**config.mk**
```make
export PLATFORM = sky130hd
export DESIGN_NAME = hd_onehot_pos_encoder
export DESIGN_NICKNAME = d
export VERILOG_FILES = /design/src/rtl/hd_onehot_pos_encoder.sv
export SDC_FILE = /design/constraint.sdc
export NUM_CORES = 1
export LEC_CHECK = 0
export BUFFER_PORTS_ARGS = -buffer_cell sky130_fd_sc_hd__buf_2
export CORE_MARGIN = 2
export CORE_UTILIZATION = 33
export CTS_CLUSTER_DIAMETER = 80
export CTS_CLUSTER_SIZE = 12
export DETAILED_ROUTE_END_ITERATION = 10
export GPL_TIMING_DRIVEN = 0
export SKIP_LAST_GASP = 1
export SLEW_MARGIN = 10
export SYNTH_ARGS = -nofsm -noshare
export SYNTH_HDL_FRONTEND = slang
export SYNTH_SLANG_ARGS = --single-unit
```
**constraint.sdc**
```tcl
create_clock -name clk -period 3 [get_ports clk]
set_input_delay 0.6 -clock clk [delete_from_list [all_inputs] [get_ports clk]]
set_output_delay 0.6 -clock clk [all_outputs]
set_load 0.05 [all_outputs]
```
**src/rtl/hd_onehot_pos_encoder.sv**
```systemverilog
// Encodes one-hot-or-zero kernel words into a bit position plus zero/error flags,
// buffered through a 2-entry FIFO, with saturating word/error counters.
module hd_onehot_pos_encoder #(
    parameter int W = 8,
    parameter int CNT_W = 16,
    localparam int PW = $clog2(W)
) (
    input  logic             clk,
    input  logic             rst,
    input  logic             in_valid,
    output logic             in_ready,
    input  logic [W-1:0]     in_data,
    output logic             out_valid,
    input  logic             out_ready,
    output logic [PW-1:0]    out_pos,
    output logic             out_zero,
    output logic             out_err,
    output logic [CNT_W-1:0] stat_words,
    output logic [CNT_W-1:0] stat_errs
);

    typedef enum logic [1:0] {
        OCC_EMPTY = 2'd0,
        OCC_ONE   = 2'd1,
        OCC_FULL  = 2'd2
    } occ_t;

    localparam logic [W-1:0]     ONE_W   = W'(1);
    localparam logic [CNT_W-1:0] CNT_ONE = CNT_W'(1);
    localparam logic [CNT_W-1:0] CNT_MAX = '1;

    // Mask of word indices whose binary index has bit b set.
    function automatic logic [W-1:0] pos_mask(input int b);
        logic [W-1:0] m;
        for (int j = 0; j < W; j++) begin
            m[j] = ((j >> b) & 1) == 1;
        end
        return m;
    endfunction

    occ_t            occ_reg;
    occ_t            occ_next;
    logic            wr_ptr_reg;
    logic            rd_ptr_reg;
    logic [PW-1:0]   mem_pos_reg  [2];
    logic            mem_zero_reg [2];
    logic            mem_err_reg  [2];
    logic [CNT_W-1:0] stat_words_reg;
    logic [CNT_W-1:0] stat_errs_reg;

    logic            accept;
    logic            pop;
    logic [W-1:0]    iso;
    logic [PW-1:0]   enc_pos;
    logic            enc_zero;
    logic            enc_err;

    // Isolating the lowest set bit makes the position a plain OR-encode.
    assign iso      = in_data & (~in_data + ONE_W);
    assign enc_zero = ~|in_data;
    assign enc_err  = |(in_data & (in_data - ONE_W));

    genvar gi;
    generate
        for (gi = 0; gi < PW; gi++) begin : g_pos
            localparam logic [W-1:0] SEL = pos_mask(gi);
            assign enc_pos[gi] = |(iso & SEL);
        end
    endgenerate

    assign in_ready  = !rst && (occ_reg != OCC_FULL);
    assign out_valid = (occ_reg != OCC_EMPTY);
    assign accept    = in_valid && in_ready;
    assign pop       = out_valid && out_ready;

    assign out_pos    = mem_pos_reg[rd_ptr_reg];
    assign out_zero   = mem_zero_reg[rd_ptr_reg];
    assign out_err    = mem_err_reg[rd_ptr_reg];
    assign stat_words = stat_words_reg;
    assign stat_errs  = stat_errs_reg;

    always_comb begin
        occ_next = occ_reg;
        case (occ_reg)
            OCC_EMPTY: if (accept) occ_next = OCC_ONE;
            OCC_ONE: begin
                if (accept && !pop) occ_next = OCC_FULL;
                else if (!accept && pop) occ_next = OCC_EMPTY;
            end
            OCC_FULL:  if (pop) occ_next = OCC_ONE;
            default:   occ_next = OCC_EMPTY;
        endcase
    end

    always_ff @(posedge clk) begin
        if (rst) begin
            occ_reg        <= OCC_EMPTY;
            wr_ptr_reg     <= 1'b0;
            rd_ptr_reg     <= 1'b0;
            stat_words_reg <= '0;
            stat_errs_reg  <= '0;
            for (int i = 0; i < 2; i++) begin
                mem_pos_reg[i]  <= '0;
                mem_zero_reg[i] <= 1'b0;
                mem_err_reg[i]  <= 1'b0;
            end
        end else begin
            occ_reg <= occ_next;
            if (accept) begin
                mem_pos_reg[wr_ptr_reg]  <= enc_pos;
                mem_zero_reg[wr_ptr_reg] <= enc_zero;
                mem_err_reg[wr_ptr_reg]  <= enc_err;
                wr_ptr_reg               <= ~wr_ptr_reg;
                if (stat_words_reg != CNT_MAX) stat_words_reg <= stat_words_reg + CNT_ONE;
                if (enc_err && stat_errs_reg != CNT_MAX) stat_errs_reg <= stat_errs_reg + CNT_ONE;
            end
            if (pop) rd_ptr_reg <= ~rd_ptr_reg;
        end
    end

endmodule

```
==> metrics <==
post-CTS resize count 0; asr flop ratio synth 0%; final clock skew 0.01000 ns; area grow syn2layout 20.29%; Post-Syn Instances 264; Final TNS setup 0 ns; pwr dens 458.4 nW/um^2; CTS root buf clkbuf_8; CP Launch Type primary input; synthesized area around 2300 sq um; MaxCap Viol Count 0; vias 2052; CTS Sinks 47; maximum number of pins on one net before global-route repair 15; H-tree lvl count 2; WL/cell roughly 13 microns; outcome complete, no violations; initial antenna violation count 0; post-route ant nets 0; critical path type primary input to output port; Final Max Tran Viols 0; Min-Delay Path Class primary input to flip-flop; clock latency on the worst-skew pair just over 0.3 ns; Non-Filler Instances 418; FF+latch count, synth 47; fin util 41.37%; worst-margin pin slew ~0.95 ns; Top FF cell, synth dfxtp_1; Setup crit end kind output port; PortBufs 50; Avg Synthesized Cell Area 8.901 sq um; grt ovf 0; relative slew slack 34.81%; syn nets 278; First-pass DRT Iterations 5; Hold Buf Count CTS 0; area of the core just under 7000 sq um; gpl congestion 0.7935; vias in the first global route 1936; post-synthesis sequential area ratio approximately 44%; I/O pin count 51; Inst Count DP 410; global-route wire length before repair 9025 microns; Initial DRC Count 91; Starting Density 34.40%; Hold Vio Cnt, Final 0; clk slew on worst S/H paths 0.08 ns; Die H between 80 and 90 microns; DRC viols 0; unrepaired setup endpoints after global routing false; most frequent cells in the layout buf_2, nor2_1, dfxtp_1, nand2_1, nand3_1; VDD IR max approximately 0.00022 V; DR vias/cell ~5; maximum clock path buffer count 2; final setup fails 0; Die W 88.38 microns; Pleak about 1.1 nW; Final HPWL DP 4152 microns; final critical-path required period about 2.5 ns; number of synthesis warnings 0; commonest non-fill, non-tap cell in the layout buf_2; Std-Cell Rows 30; Total Wirelength between 5000 and 6000 microns; synth unique cells 50; EDFF count, synth 10; layout cells sized above 1 about 22%; setup bufs post-CTS 0; # diodes 0; CP max FO 10; Global Route Usage Sum 14.84%; Final Cycle Share 82.40%; worst path arrival time 1.87 ns; total CTS buffers 5; Die Area 7811 sq um; NumNets Final 335; CTS tree yes; fmax 0.4045 GHz; CP required approximately 2.4 ns
-- stage by stage --
step	total power, mW	worst slack, ns	cell area, sq um	hold slack (ns)
after floorplan	0.8000	0.4645	2350	0.4725
after global placement	0.8440	0.4034	2720	0.5069
after detailed placement	0.8470	0.3920	2720	0.5170
after CTS	1.310	0.4960	2826	0.5031
after global routing	1.346	0.3591	2826	0.5143
final	1.296	0.5280	2826	0.5136
-- where the power goes --
group | leakage (nW) | total, mW | internal, mW | switching [mW]
registers | 0.404 | 0.674 | 0.662 | 0.0114
logic | 0.613 | 0.157 | 0.0467 | 0.111
clock network | 0.0524 | 0.465 | 0.250 | 0.215
total | 1.07 | 1.30 | 0.958 | 0.337
-- critical path: stages --
cell and delay [ns]:
buf_2 0.11, clkbuf_1 0.42, clkbuf_1 0.41, nor2_1 0.10, buf_2 0.22
-- final cells by class --
class                   count  area (sq um)
fillers                   724          4005
multi-input cells         200          1237
plain buffers               7         33.78
inverters                  10         37.54
well taps                  96         120.1
repair buffers             50         250.2
clock inverters             1         30.03
clock buffers               7         76.32
flip-flops and latches     47          1041
-- kinds of logic (layout without fill, tap and decap cells) --
family	Yosys count	count (layout)	synth area share, %
adder cells (fa/ha/maj)	3	3	1.491
AND/OR/NAND/NOR	131	131	28.01
buffers and inverters	17	75	3.035
flip-flops	47	47	44.30
XOR/XNOR	22	22	8.200
multiplexers	10	10	4.845
AO/OA/AOI/OAI	34	34	10.12
-- metal layers --
metal	vias to the layer above	GRT usage, %	routed length (microns)
met3	9	4.011	261
li1	1067	-	-
met1	931	19.55	2632
met2	45	23.31	2539
met5	-	0	0
met4	0	5.647	99
-- Yosys cell counts (2+ instances only) --
master | number | area share, %
nor2_1 | 43 | 6.9
dfxtp_1 | 37 | 32
nand2_1 | 18 | 2.9
nand3_1 | 18 | 3.8
xnor2_1 | 17 | 6.3
nor3_1 | 15 | 3.2
a21oi_1 | 11 | 2.3
edfxtp_1 | 10 | 13
inv_1 | 10 | 1.6
mux2_2 | 6 | 2.9
nand4_1 | 6 | 1.6
nor2b_1 | 6 | 1.6
nor4_1 | 6 | 1.6
clkbuf_1 | 5 | 0.80
nor4b_1 | 5 | 1.9
xor2_1 | 5 | 1.9
or4_1 | 4 | 1.3
o31ai_1 | 3 | 0.96
a211oi_1 | 2 | 0.64
a311oi_1 | 2 | 0.75
ha_1 | 2 | 1.1
mux2i_1 | 2 | 0.85
nand2b_1 | 2 | 0.53
o211ai_1 | 2 | 0.64
o21ai_0 | 2 | 0.43
-- final timing paths --
kind / startpoint / to / slack (ns) / cells past startpoint
setup / recovery: rst / in_ready / 0.53 / 5
hold reg to reg: stat_errs[6]$_SDFFE_PP0P_ / stat_errs[6]$_SDFFE_PP0P_ / 0.53 / 1
setup reg to reg: stat_errs[0]$_SDFFE_PP0P_ / stat_errs[11]$_SDFFE_PP0P_ / 0.55 / 7
hold / removal: out_ready / occ_reg[1]$_SDFFE_PP0P_ / 0.51 / 2
Note: power is estimated with default switching activity, not from simulation.
